[config.mk]
export PLATFORM = sky130hd
export DESIGN_NAME = seq_signed_divider
export DESIGN_NICKNAME = d
export VERILOG_FILES = /design/src/rtl/seq_signed_divider_pkg.sv /design/src/rtl/seq_signed_divider_restore_step.sv /design/src/rtl/seq_signed_divider.sv
export SDC_FILE = /design/constraint.sdc
export NUM_CORES = 1
export LEC_CHECK = 0
export BUFFER_PORTS_ARGS = -buffer_cell sky130_fd_sc_hd__clkbuf_2
export CAP_MARGIN = 20
export CORE_MARGIN = 2
export CORE_UTILIZATION = 55
export DETAILED_ROUTE_END_ITERATION = 16
export PLACE_DENSITY = 0.88
export SYNTH_ARGS = -nofsm -noshare
export SYNTH_HDL_FRONTEND = slang
export SYNTH_SLANG_ARGS = --single-unit
export TNS_END_PERCENT = 10
[constraint.sdc]
create_clock -name clk -period 4.5 [get_ports clk]
set_input_delay 0.675 -clock clk [delete_from_list [all_inputs] [get_ports clk]]
set_output_delay 0.675 -clock clk [all_outputs]
set_load 0.02 [all_outputs]
[src/rtl/seq_signed_divider_pkg.sv]
// Shared arithmetic helpers and types for the sequential signed divider.
// The magnitude helpers work on wide vectors so callers of any width can size-cast in and out.
package seq_signed_divider_pkg;

    typedef enum logic [1:0] {
        IDLE,
        CALC,
        DONE
    } state_t;

    localparam int DEF_DIVIDEND_W = 5;
    localparam int DEF_DIVISOR_W  = 3;
    localparam int MAX_W          = 64;

    // Input must already be sign-extended to MAX_W so the top bit is the true sign.
    function automatic logic [MAX_W-1:0] abs_mag(input logic [MAX_W-1:0] v);
        return v[MAX_W-1] ? -v : v;
    endfunction

    function automatic logic [MAX_W-1:0] cond_negate(input logic [MAX_W-1:0] v,
                                                     input logic             neg);
        return neg ? -v : v;
    endfunction

endpackage

[src/rtl/seq_signed_divider_restore_step.sv]
// One restoring-division step: shift in a dividend bit, subtract |divisor| when it fits.
// The kept remainder is always below |divisor|, so it fits back into DIVISOR_W bits.
module div_restore_step #(
    parameter int DIVISOR_W = 3
) (
    input  logic [DIVISOR_W-1:0] p_in,
    input  logic                 bit_in,
    input  logic [DIVISOR_W-1:0] dsr,
    output logic [DIVISOR_W-1:0] p_out,
    output logic                 q_bit
);

    logic [DIVISOR_W:0] shifted;
    logic [DIVISOR_W:0] diff;

    always_comb begin
        shifted = {p_in, bit_in};
        diff    = shifted - {1'b0, dsr};
        q_bit   = (shifted >= {1'b0, dsr});
        p_out   = q_bit ? DIVISOR_W'(diff) : DIVISOR_W'(shifted);
    end

endmodule

[src/rtl/seq_signed_divider.sv]
// Iterative signed restoring divider: magnitudes in, one quotient bit per clock,
// sign correction on the way out, valid/ready on both sides.
module seq_signed_divider
    import seq_signed_divider_pkg::*;
#(
    parameter int DIVIDEND_W = DEF_DIVIDEND_W,
    parameter int DIVISOR_W  = DEF_DIVISOR_W
) (
    input  logic                         clk,
    input  logic                         rst_n,
    input  logic                         in_valid,
    output logic                         in_ready,
    input  logic signed [DIVIDEND_W-1:0] dividend,
    input  logic signed [DIVISOR_W-1:0]  divisor,
    output logic                         out_valid,
    input  logic                         out_ready,
    output logic signed [DIVIDEND_W-1:0] quotient,
    output logic signed [DIVISOR_W-1:0]  remainder,
    output logic                         div_by_zero,
    output logic                         overflow
);

    localparam int CNT_W = $clog2(DIVIDEND_W + 1);

    state_t                 state_q, state_d;
    logic [CNT_W-1:0]       cnt_q, cnt_d;
    logic [DIVIDEND_W-1:0]  dvd_q, dvd_d;      // dividend magnitude, shifts out MSB / in quotient bits
    logic [DIVISOR_W-1:0]   dsr_q, dsr_d;
    logic [DIVISOR_W-1:0]   p_q, p_d;
    logic [DIVISOR_W-1:0]   dvd_lo_q, dvd_lo_d;
    logic                   sd_q, sd_d;
    logic                   ss_q, ss_d;
    logic                   dbz_q, dbz_d;
    logic                   ovf_q, ovf_d;
    logic [DIVIDEND_W-1:0]  quotient_q, quotient_d;
    logic [DIVISOR_W-1:0]   remainder_q, remainder_d;

    logic [DIVISOR_W-1:0]   step_p;
    logic                   step_q;

    div_restore_step #(
        .DIVISOR_W(DIVISOR_W)
    ) u_step (
        .p_in  (p_q),
        .bit_in(dvd_q[DIVIDEND_W-1]),
        .dsr   (dsr_q),
        .p_out (step_p),
        .q_bit (step_q)
    );

    always_comb begin
        state_d     = state_q;
        cnt_d       = cnt_q;
        dvd_d       = dvd_q;
        dsr_d       = dsr_q;
        p_d         = p_q;
        dvd_lo_d    = dvd_lo_q;
        sd_d        = sd_q;
        ss_d        = ss_q;
        dbz_d       = dbz_q;
        ovf_d       = ovf_q;
        quotient_d  = quotient_q;
        remainder_d = remainder_q;

        unique case (state_q)
            IDLE: begin
                if (in_valid) begin
                    state_d     = CALC;
                    cnt_d       = CNT_W'(DIVIDEND_W);
                    dvd_d       = DIVIDEND_W'(abs_mag(MAX_W'(dividend)));
                    dsr_d       = DIVISOR_W'(abs_mag(MAX_W'(divisor)));
                    p_d         = '0;
                    dvd_lo_d    = dividend[DIVISOR_W-1:0];
                    sd_d        = dividend[DIVIDEND_W-1];
                    ss_d        = divisor[DIVISOR_W-1];
                    dbz_d       = (divisor == '0);
                    ovf_d       = dividend[DIVIDEND_W-1] && (dividend[DIVIDEND_W-2:0] == '0)
                                  && (&divisor);
                    quotient_d  = '0;
                    remainder_d = '0;
                end
            end
            CALC: begin
                if (cnt_q != '0) begin
                    p_d   = step_p;
                    dvd_d = {dvd_q[DIVIDEND_W-2:0], step_q};
                    cnt_d = cnt_q - 1'b1;
                end else begin
                    // Magnitude result is complete; sign-correct once on the way to DONE.
                    // The overflow case needs no special path: 2^(N-1) wraps to -2^(N-1).
                    state_d = DONE;
                    if (dbz_q) begin
                        quotient_d  = '1;
                        remainder_d = dvd_lo_q;
                    end else begin
                        quotient_d  = DIVIDEND_W'(cond_negate(MAX_W'(dvd_q), sd_q ^ ss_q));
                        remainder_d = DIVISOR_W'(cond_negate(MAX_W'(p_q), sd_q));
                    end
                end
            end
            DONE: begin
                if (out_ready) begin
                    state_d = IDLE;
                end
            end
            default: state_d = IDLE;
        endcase
    end

    always_ff @(posedge clk or negedge rst_n) begin
        if (!rst_n) begin
            state_q     <= IDLE;
            cnt_q       <= '0;
            dvd_q       <= '0;
            dsr_q       <= '0;
            p_q         <= '0;
            dvd_lo_q    <= '0;
            sd_q        <= 1'b0;
            ss_q        <= 1'b0;
            dbz_q       <= 1'b0;
            ovf_q       <= 1'b0;
            quotient_q  <= '0;
            remainder_q <= '0;
        end else begin
            state_q     <= state_d;
            cnt_q       <= cnt_d;
            dvd_q       <= dvd_d;
            dsr_q       <= dsr_d;
            p_q         <= p_d;
            dvd_lo_q    <= dvd_lo_d;
            sd_q        <= sd_d;
            ss_q        <= ss_d;
            dbz_q       <= dbz_d;
            ovf_q       <= ovf_d;
            quotient_q  <= quotient_d;
            remainder_q <= remainder_d;
        end
    end

    assign in_ready    = (state_q == IDLE);
    assign out_valid   = (state_q == DONE);
    assign quotient    = quotient_q;
    assign remainder   = remainder_q;
    assign div_by_zero = dbz_q;
    assign overflow    = ovf_q;

endmodule

# == Word-level counts from Yosys, hierarchy flattened ==
# Index checks and enable logic that the tools add are counted.
# totals
reg_bits,31
latch_bits,0
ram_bits,0
romBits,0
memories,0
# op_classes
addsub,6
n_mul,0
div_mod_pow,0
magnitude_cmp,1
n_eq_ne,6
shift,0
muxes,25
n_bitwise,1
reduce_logical,12
# op_table
op,count
$mux W5,7
$mux W3,9
$pmux W5 S2,2
$pmux W3 S2,3
$reduce_and A3 Y1,4
$neg A5 Y5,2
$mux W2,3
$ne A2 B2 Y1 const B,3
$neg A3 Y3,2
$pmux W2 S3,1
$ge A4 B3 Y1,1
$logic_not A4 Y1,1
$logic_not A3 Y1,1
$reduce_bool A3 Y1,1
$sub A3 B1 Y3 const B,1
$sub A3 B3 Y3,1
$eq A2 B1 Y1 const B,1
$eq A2 B2 Y1 const B,1
$logic_and A1 B1 Y1,2
$logic_not A2 Y1,1
$ne A2 B1 Y1 const B,1
$reduce_and A2 Y1,1
$reduce_bool A2 Y1,1
$xor A1 B1 Y1,1

# == Depth between registers and ports, before layout ==
# Gate-level depths: netlist of run 1.
# depth
depth_word,5
ltp_mapped,7
mapped_depth_nobuf,7

# == By module ==
# A second synthesis of run 1 with hierarchy kept.
# unflattened
hier_cells,176
area_unflattened_um2,1712.9
# by_module_without_submodules
mod,instances,cells_per_inst,area_each_um2
seq_signed_divider,1,162,1569.0
div_restore_step,1,14,143.9

# == Least setup slack after synthesis of run 1 ==
# No wires, ideal clock.
# synth_path
path_type,register to register
start,reg dvd_q[4]
end,reg p_q[0]
setup_time_ns,0.084
arrival_ns,1.764
setup_slack_ns,2.652
path_stages_with_launch,8
path_cell_list,dfrtp_1 -> inv_1 -> ha_1 -> fa_1 -> a21bo_1 -> a211o_1 -> mux2_1 -> o22ai_1
# synth_via
elab_chain_cells,4
# synth_rtl
element,line,rtl
from (decl),seq_signed_divider.sv:27,"logic [DIVIDEND_W-1:0] dvd_q, dvd_d;"
from (signal assigned),seq_signed_divider.sv:127,dvd_q <= dvd_d;
$ge A4 B3 Y1 / $sub A3 B3 Y3 (equally long branches),"seq_signed_divider_restore_step.sv:19, seq_signed_divider_restore_step.sv:18",
$mux W3 *,seq_signed_divider_restore_step.sv:20,p_out = q_bit ? DIVISOR_W'(diff) : DIVISOR_W'(shifted);
$mux W3 *,seq_signed_divider.sv:84,if (cnt_q != '0) begin
$pmux W3 S2 *,seq_signed_divider.sv:65,unique case (state_q)
to (signal assigned),seq_signed_divider.sv:129,p_q <= p_d;
to (decl),seq_signed_divider.sv:29,"logic [DIVISOR_W-1:0] p_q, p_d;"
# Mark *: on every way between the ends. The rest lies on a longest branch, timed or not. The select of a mux whose other input is x is not followed.
# A chain may end at the register's enable or synchronous reset.

# == Final worst setup path of run 1 ==
# layout_path
start,reg dvd_q[4]
end,reg p_q[1]
# The elaborated chain is that of the path after synthesis.

==> results_dict.tcl, run 1 <==
set metrics [dict create \
    status "completed" \
    min_period_ns 2.04 \
    routed.top_layer "met4" \
    skew_ns 0.0105 \
    tightest_slew_ns 0.747 \
    chipWidth_um 59.0 \
    initial_core_util_pct 59.3 \
    coreArea_um2 2810 \
    slew_violations 0 \
    ys_seq_area_share_pct 46.6 \
    finalSetupViolations 0 \
    vias 1336 \
    synth_compound_area_share_pct 14.2 \
    first_pass_iters 4 \
    drv_cap 0 \
    endpoint_kind "flop" \
    ys_warn_count 0 \
    clk_latency_ns 0.34 \
    drive_gt1_share_pct 16.3 \
    dp_hpwl_um 2640 \
    final_common_cell "nand2_1" \
    ys_ff_latch 31 \
    die_h_um 59.0 \
    synth.distinct_cells 37 \
    numCtsBuffers 5 \
    synthAdderAreaFrac_pct 8.72 \
    drtIter0Drc 58 \
    async_flop_share_pct 100 \
    io_buffers 23 \
    nets 224 \
    rr_endpoint "p_q[1]$_DFFE_PN0P_" \
    reg2reg_depth 7 \
    ant_nets 0 \
    met1_length_um 1420 \
    post_cts_buffers 0 \
    synth-simple-area-share_pct 16.9 \
    postSynthAreaPerCell_um2 9.56 \
    clk_pin_slew_ns 0.10 \
    power.density_nw_per_um2 726 \
    grtUsageTotal_pct 22.2 \
    cts_tree "done" \
    nFillCells 216 \
    cp-start-kind "flop" \
    crit_required_ns 4.76 \
    hold_viol_final 0 \
    wl_um 3380 \
    route.detailed.drc 0 \
    wire_per_inst_um 14.5 \
    cts_buffer_depth 2 \
    cts_hold_buf 0 \
    r2r_start "dvd_q[4]$_DFFE_PN0P_" \
    synth_edf_count 0 \
    gp_congestion 0.797 \
    netlist_instances 174 \
    finalPower_mw 1.35 \
    path_class "flop to flop" \
    wl_met3_um 190 \
    setup_tns_ns 0 \
    layout_common_cells "nand2_1 (34), dfrtp_1 (31), clkbuf_2 (23), o21ai_0 (18), inv_1 (15)" \
    grt-ovfl-total 0 \
    wl_met2_um 1680 \
    ios 24 \
    grt_start_max_net_pins 32 \
    num_antenna_cells 0 \
    vias_per_cell 5.73 \
    leakage_nw 0.949 \
    synth_top_family_by_area "simple AND/OR/NAND/NOR gates" \
    ir_drop_uv 347 \
    postLayoutCoreUtil_pct 66.3 \
    synthMuxAreaShare_pct 5.56 \
    rsz0062_at_grt "no" \
    syn-num-nets 197 \
    crit_arrival_ns 2.30 \
    grt_pass1_wl_um 5640 \
    grt_pass1_vias 1313 \
    timing.fmax_mhz 490 \
    clock-sinks 31 \
    antenna_found_initial 0 \
    synth_xor_area_share_pct 3.61 \
    die-area_um2 3480 \
    synth-main-ff-cell "dfrtp_1" \
    crit_path_max_fanout 4 \
    max_slew_margin_pct 50.2 \
    root_buffer "clkbuf_4" \
    rows 19 \
    finalCritPeriodShare_pct 45.4 \
    r2r_setup_slack_ns 2.46 \
    cts.repair.resized 0 \
    syn2layout_area_growth_pct 11.7 \
    hold_class "input pin to asynchronous set/reset pin" \
    synth_area_um2 1660 \
    cts_max_level 2 \
    finalHoldWorstSlack_ns 0.382 \
]
## sequential cells by signal, summed over array words and instances, names as in the netlist
name / count
remainder: 3
ss_q: 1
p_q: 3
overflow: 1
state_q: 2
dsr_q: 3
dvd_lo_q: 3
sd_q: 1
dvd_q: 5
quotient: 5
cnt_q: 3
div_by_zero: 1
## through the flow
stage               area (um^2)  worst slack [ns]  std cells
global placement           1810              2.54        225
CTS                        1860              2.46        233
finish                     1860              2.46        233
detailed placement         1810              2.49        225
global route               1860              2.34        233
floorplan                  1660              2.65        174
## how the worst max path moves through the flow
stage / startpoint / end / slack, ns / depth (start not counted)
2_1_floorplan: dvd_q[4]$_DFFE_PN0P_ / p_q[0]$_DFFE_PN0P_ / 2.65 / 7
3_3_place_gp: dvd_q[4]$_DFFE_PN0P_ / p_q[0]$_DFFE_PN0P_ / 2.54 / 7
3_5_place_dp: dvd_q[4]$_DFFE_PN0P_ / p_q[1]$_DFFE_PN0P_ / 2.49 / 7
4_1_cts: dvd_q[4]$_DFFE_PN0P_ / p_q[0]$_DFFE_PN0P_ / 2.46 / 7
5_1_grt: dvd_q[4]$_DFFE_PN0P_ / p_q[1]$_DFFE_PN0P_ / 2.34 / 7
6_report: dvd_q[4]$_DFFE_PN0P_ / p_q[1]$_DFFE_PN0P_ / 2.46 / 7
## worst max-delay path, cell delays in order, from the launching register on
cell and delay (ns):
dfrtp_1 0.41, inv_1 0.07, ha_1 0.20, fa_1 0.40, a21bo_1 0.20, a211o_1 0.21, mux2_1 0.34, o22ai_1 0.12
## cell type report
| type | instances | area, um^2 | area share, % |
|---|---|---|---|
| multi-input combinational | 124 | 816 | 43.9 |
| sequential | 31 | 776 | 41.7 |
| timing repair buffer | 24 | 123 | 6.59 |
| inverter | 15 | 56.3 | 3.03 |
| clock buffer | 7 | 45.0 | 2.42 |
| tap | 31 | 38.8 | 2.09 |
| clock inverter | 1 | 5.00 | 0.269 |
## synthesized netlist by cell type, types with 2 or more instances
cell / instances / area, um^2
a21oi_1: 6 / 30.0
a22o_1: 2 / 17.5
clkbuf_1: 3 / 11.3
dfrtp_1: 31 / 776
ha_1: 10 / 125
inv_1: 15 / 56.3
mux2_1: 2 / 22.5
mux2i_1: 7 / 70.1
nand2_1: 34 / 128
nand2b_1: 4 / 25.0
nand3_1: 3 / 15.0
nor2_1: 5 / 18.8
nor2b_1: 3 / 18.8
nor3_1: 3 / 15.0
nor4bb_1: 2 / 20.0
o21ai_0: 18 / 90.1
o22ai_1: 2 / 12.5
o31ai_1: 2 / 15.0
xnor2_1: 4 / 35.0
## cells by family (layout without fill, tap and decap cells)
logic type,Yosys count,after routing
adder cells (fa/ha/maj),11,11
AO/OA/AOI/OAI,39,39
flip-flops,31,31
multiplexers,9,9
XOR/XNOR,6,6
buffers and inverters,19,47
AND/OR/NAND/NOR,59,59
## power breakdown
part	switching [mW]	internal [mW]	leakage, nW
sequential	0.108	0.398	0.393
clock	0.0949	0.0608	0.0293
combinational	0.399	0.290	0.527
## routing by layer
layer	vias up	track usage (%)
met5	-	0
met4	0	12.0
met3	9	7.64
met2	44	37.0
met1	635	24.8
li1	648	-
Power figures use the tool's default switching activity.
==> run 2: changes to the inputs <==
clock period = 2 ns   (was 4.5 ns; I/O delays follow)
==> results_dict.tcl, run 2 (synthesized netlist as in run 1, its figures left out) <==
set metrics [dict create \
    max_slew_margin_pct 48.5 \
    io_buffers 23 \
    crit_arrival_ns 2.23 \
    die-area_um2 3480 \
    crit_path_max_fanout 3 \
    crit_slowest_cell "dfrtp_1" \
    route.detailed.drc 0 \
    crit_required_ns 2.27 \
    endpoint_kind "flop" \
    dp_hpwl_um 2640 \
    rows 19 \
    vias_per_cell 5.83 \
    drive_gt1_share_pct 23.9 \
    ios 24 \
    min_period_ns 1.96 \
    nets 231 \
    clock-sinks 31 \
    initial_core_util_pct 59.3 \
    leakage_nw 1.02 \
    nFillCells 179 \
    ir_drop_uv 1060 \
    met2_usage_pct 38.6 \
    slew_violations 0 \
    wire_per_inst_um 15.4 \
    finalSetupViolations 0 \
    skew_ns 0.00851 \
    grt_pass1_wl_um 6060 \
    antenna_found_initial 0 \
    syn2layout_area_growth_pct 19.6 \
    num_antenna_cells 0 \
    final_common_cell "nand2_1" \
    grt_start_max_net_pins 32 \
    crit_chain "inv_2 -> ha_4 -> fa_2 -> a21bo_1 -> a211o_4 -> mux2_4 -> o22ai_1" \
    grtUsageTotal_pct 23.9 \
    finalCritPeriodShare_pct 98.0 \
    numCtsBuffers 5 \
    power.density_nw_per_um2 1790 \
    drtIter0Drc 104 \
    cts_buffer_depth 2 \
    cts_tree "done" \
    busiest_layer "met2" \
    status "completed" \
    chipWidth_um 59.0 \
    cts_hold_buf 0 \
    wl_um 3700 \
    hold_class "input pin to asynchronous set/reset pin" \
    coreArea_um2 2810 \
    cp-start-kind "flop" \
    regArea_um2 776 \
    grt_pass1_vias 1332 \
    finalPower_mw 3.56 \
    gp_congestion 0.853 \
    timing.fmax_mhz 510 \
    grt-ovfl-total 0 \
    drv_cap 0 \
    hold_viol_final 0 \
    worst_path_largest_cell_delay_ns 0.40 \
    ant_nets 0 \
    vias 1399 \
    cp_top_family "compound AO/OA/AOI/OAI gates" \
    path_class "flop to flop" \
    met1_usage_pct 30.4 \
    die_h_um 59.0 \
    clk_latency_ns 0.35 \
    first_pass_iters 4 \
    root_buffer "clkbuf_4" \
    cts_max_level 2 \
    postLayoutCoreUtil_pct 71.0 \
    layout_common_cells "nand2_1 (34), dfrtp_1 (31), clkbuf_2 (23), o21ai_0 (18), inv_1 (13)" \
    path_buf_inv 1 \
    clk_pin_slew_ns 0.10 \
    met3_usage_pct 6.99 \
    tightest_slew_ns 0.772 \
    finalHoldWorstSlack_ns 0.00786 \
    multi_input_area_um2 855 \
]
==> run 2: changes by cell type in the layout (fill, tap and decap cells not counted), sizes merged <==
| cell | previous run | this run |
|---|---|---|
| buf | 1 | 8 |
| clkbuf | 30 | 29 |
| bufinv | 0 | 1 |
==> run 2: layout make-up <==
type | instances | area share, %
clock inverter | 2 | 1.76
clock buffer | 6 | 2.58
tap | 31 | 1.95
timing repair buffer | 31 | 8.99
multi-input combinational | 124 | 42.9
inverter | 15 | 2.83
sequential | 31 | 39.0
==> run 2: worst paths after layout <==
path	startpoint	to	slack (ns)	cells after the start
min in group clk	out_ready	state_q[1]$_DFFE_PN0P_	0.20	3
setup reg to reg	dvd_q[4]$_DFFE_PN0P_	p_q[1]$_DFFE_PN0P_	0.04	7
hold reg to reg	quotient[3]$_DFFE_PN0P_	quotient[3]$_DFFE_PN0P_	0.47	2
max in group asynchronous	rst_n	state_q[1]$_DFFE_PN0P_	1.50	1
hold / removal	rst_n	dvd_lo_q[1]$_DFFE_PN0P_	0.008	1
setup / recovery	dvd_q[4]$_DFFE_PN0P_	p_q[1]$_DFFE_PN0P_	0.04	7
==> run 2: report_power, final <==
part	total (mW)	internal [mW]	switching, mW
Combinational	1.89	0.873	1.02
Clock	0.524	0.295	0.229
Sequential	1.14	0.894	0.245
Total	3.56	2.06	1.49
==> run 2: routing by layer <==
layer	wire, um	up-vias
li1	-	661
met1	1600	667
met2	1780	53
met3	220	18
met4	109	0
met5	0	-
==> run 2: timing repair <==
item / in CTS / in global routing
pin swaps: 1 / 2
gates resized for setup: 0 / 10
buffers inserted: 2 / 1
setup endpoints to repair: 2 / 4
==> run 2: per-stage QoR <==
step,std cells,worst slack (ns),TNS [ns],cell area (um^2)
final,240,0.0393,0,1990
after global routing,240,-0.0269,-0.0269,1990
after CTS,239,0.0192,0,1940
after detailed placement,229,-0.0353,-0.0512,1840
after global placement,229,0.0999,0,1840
after floorplan,174,0.152,0,1660
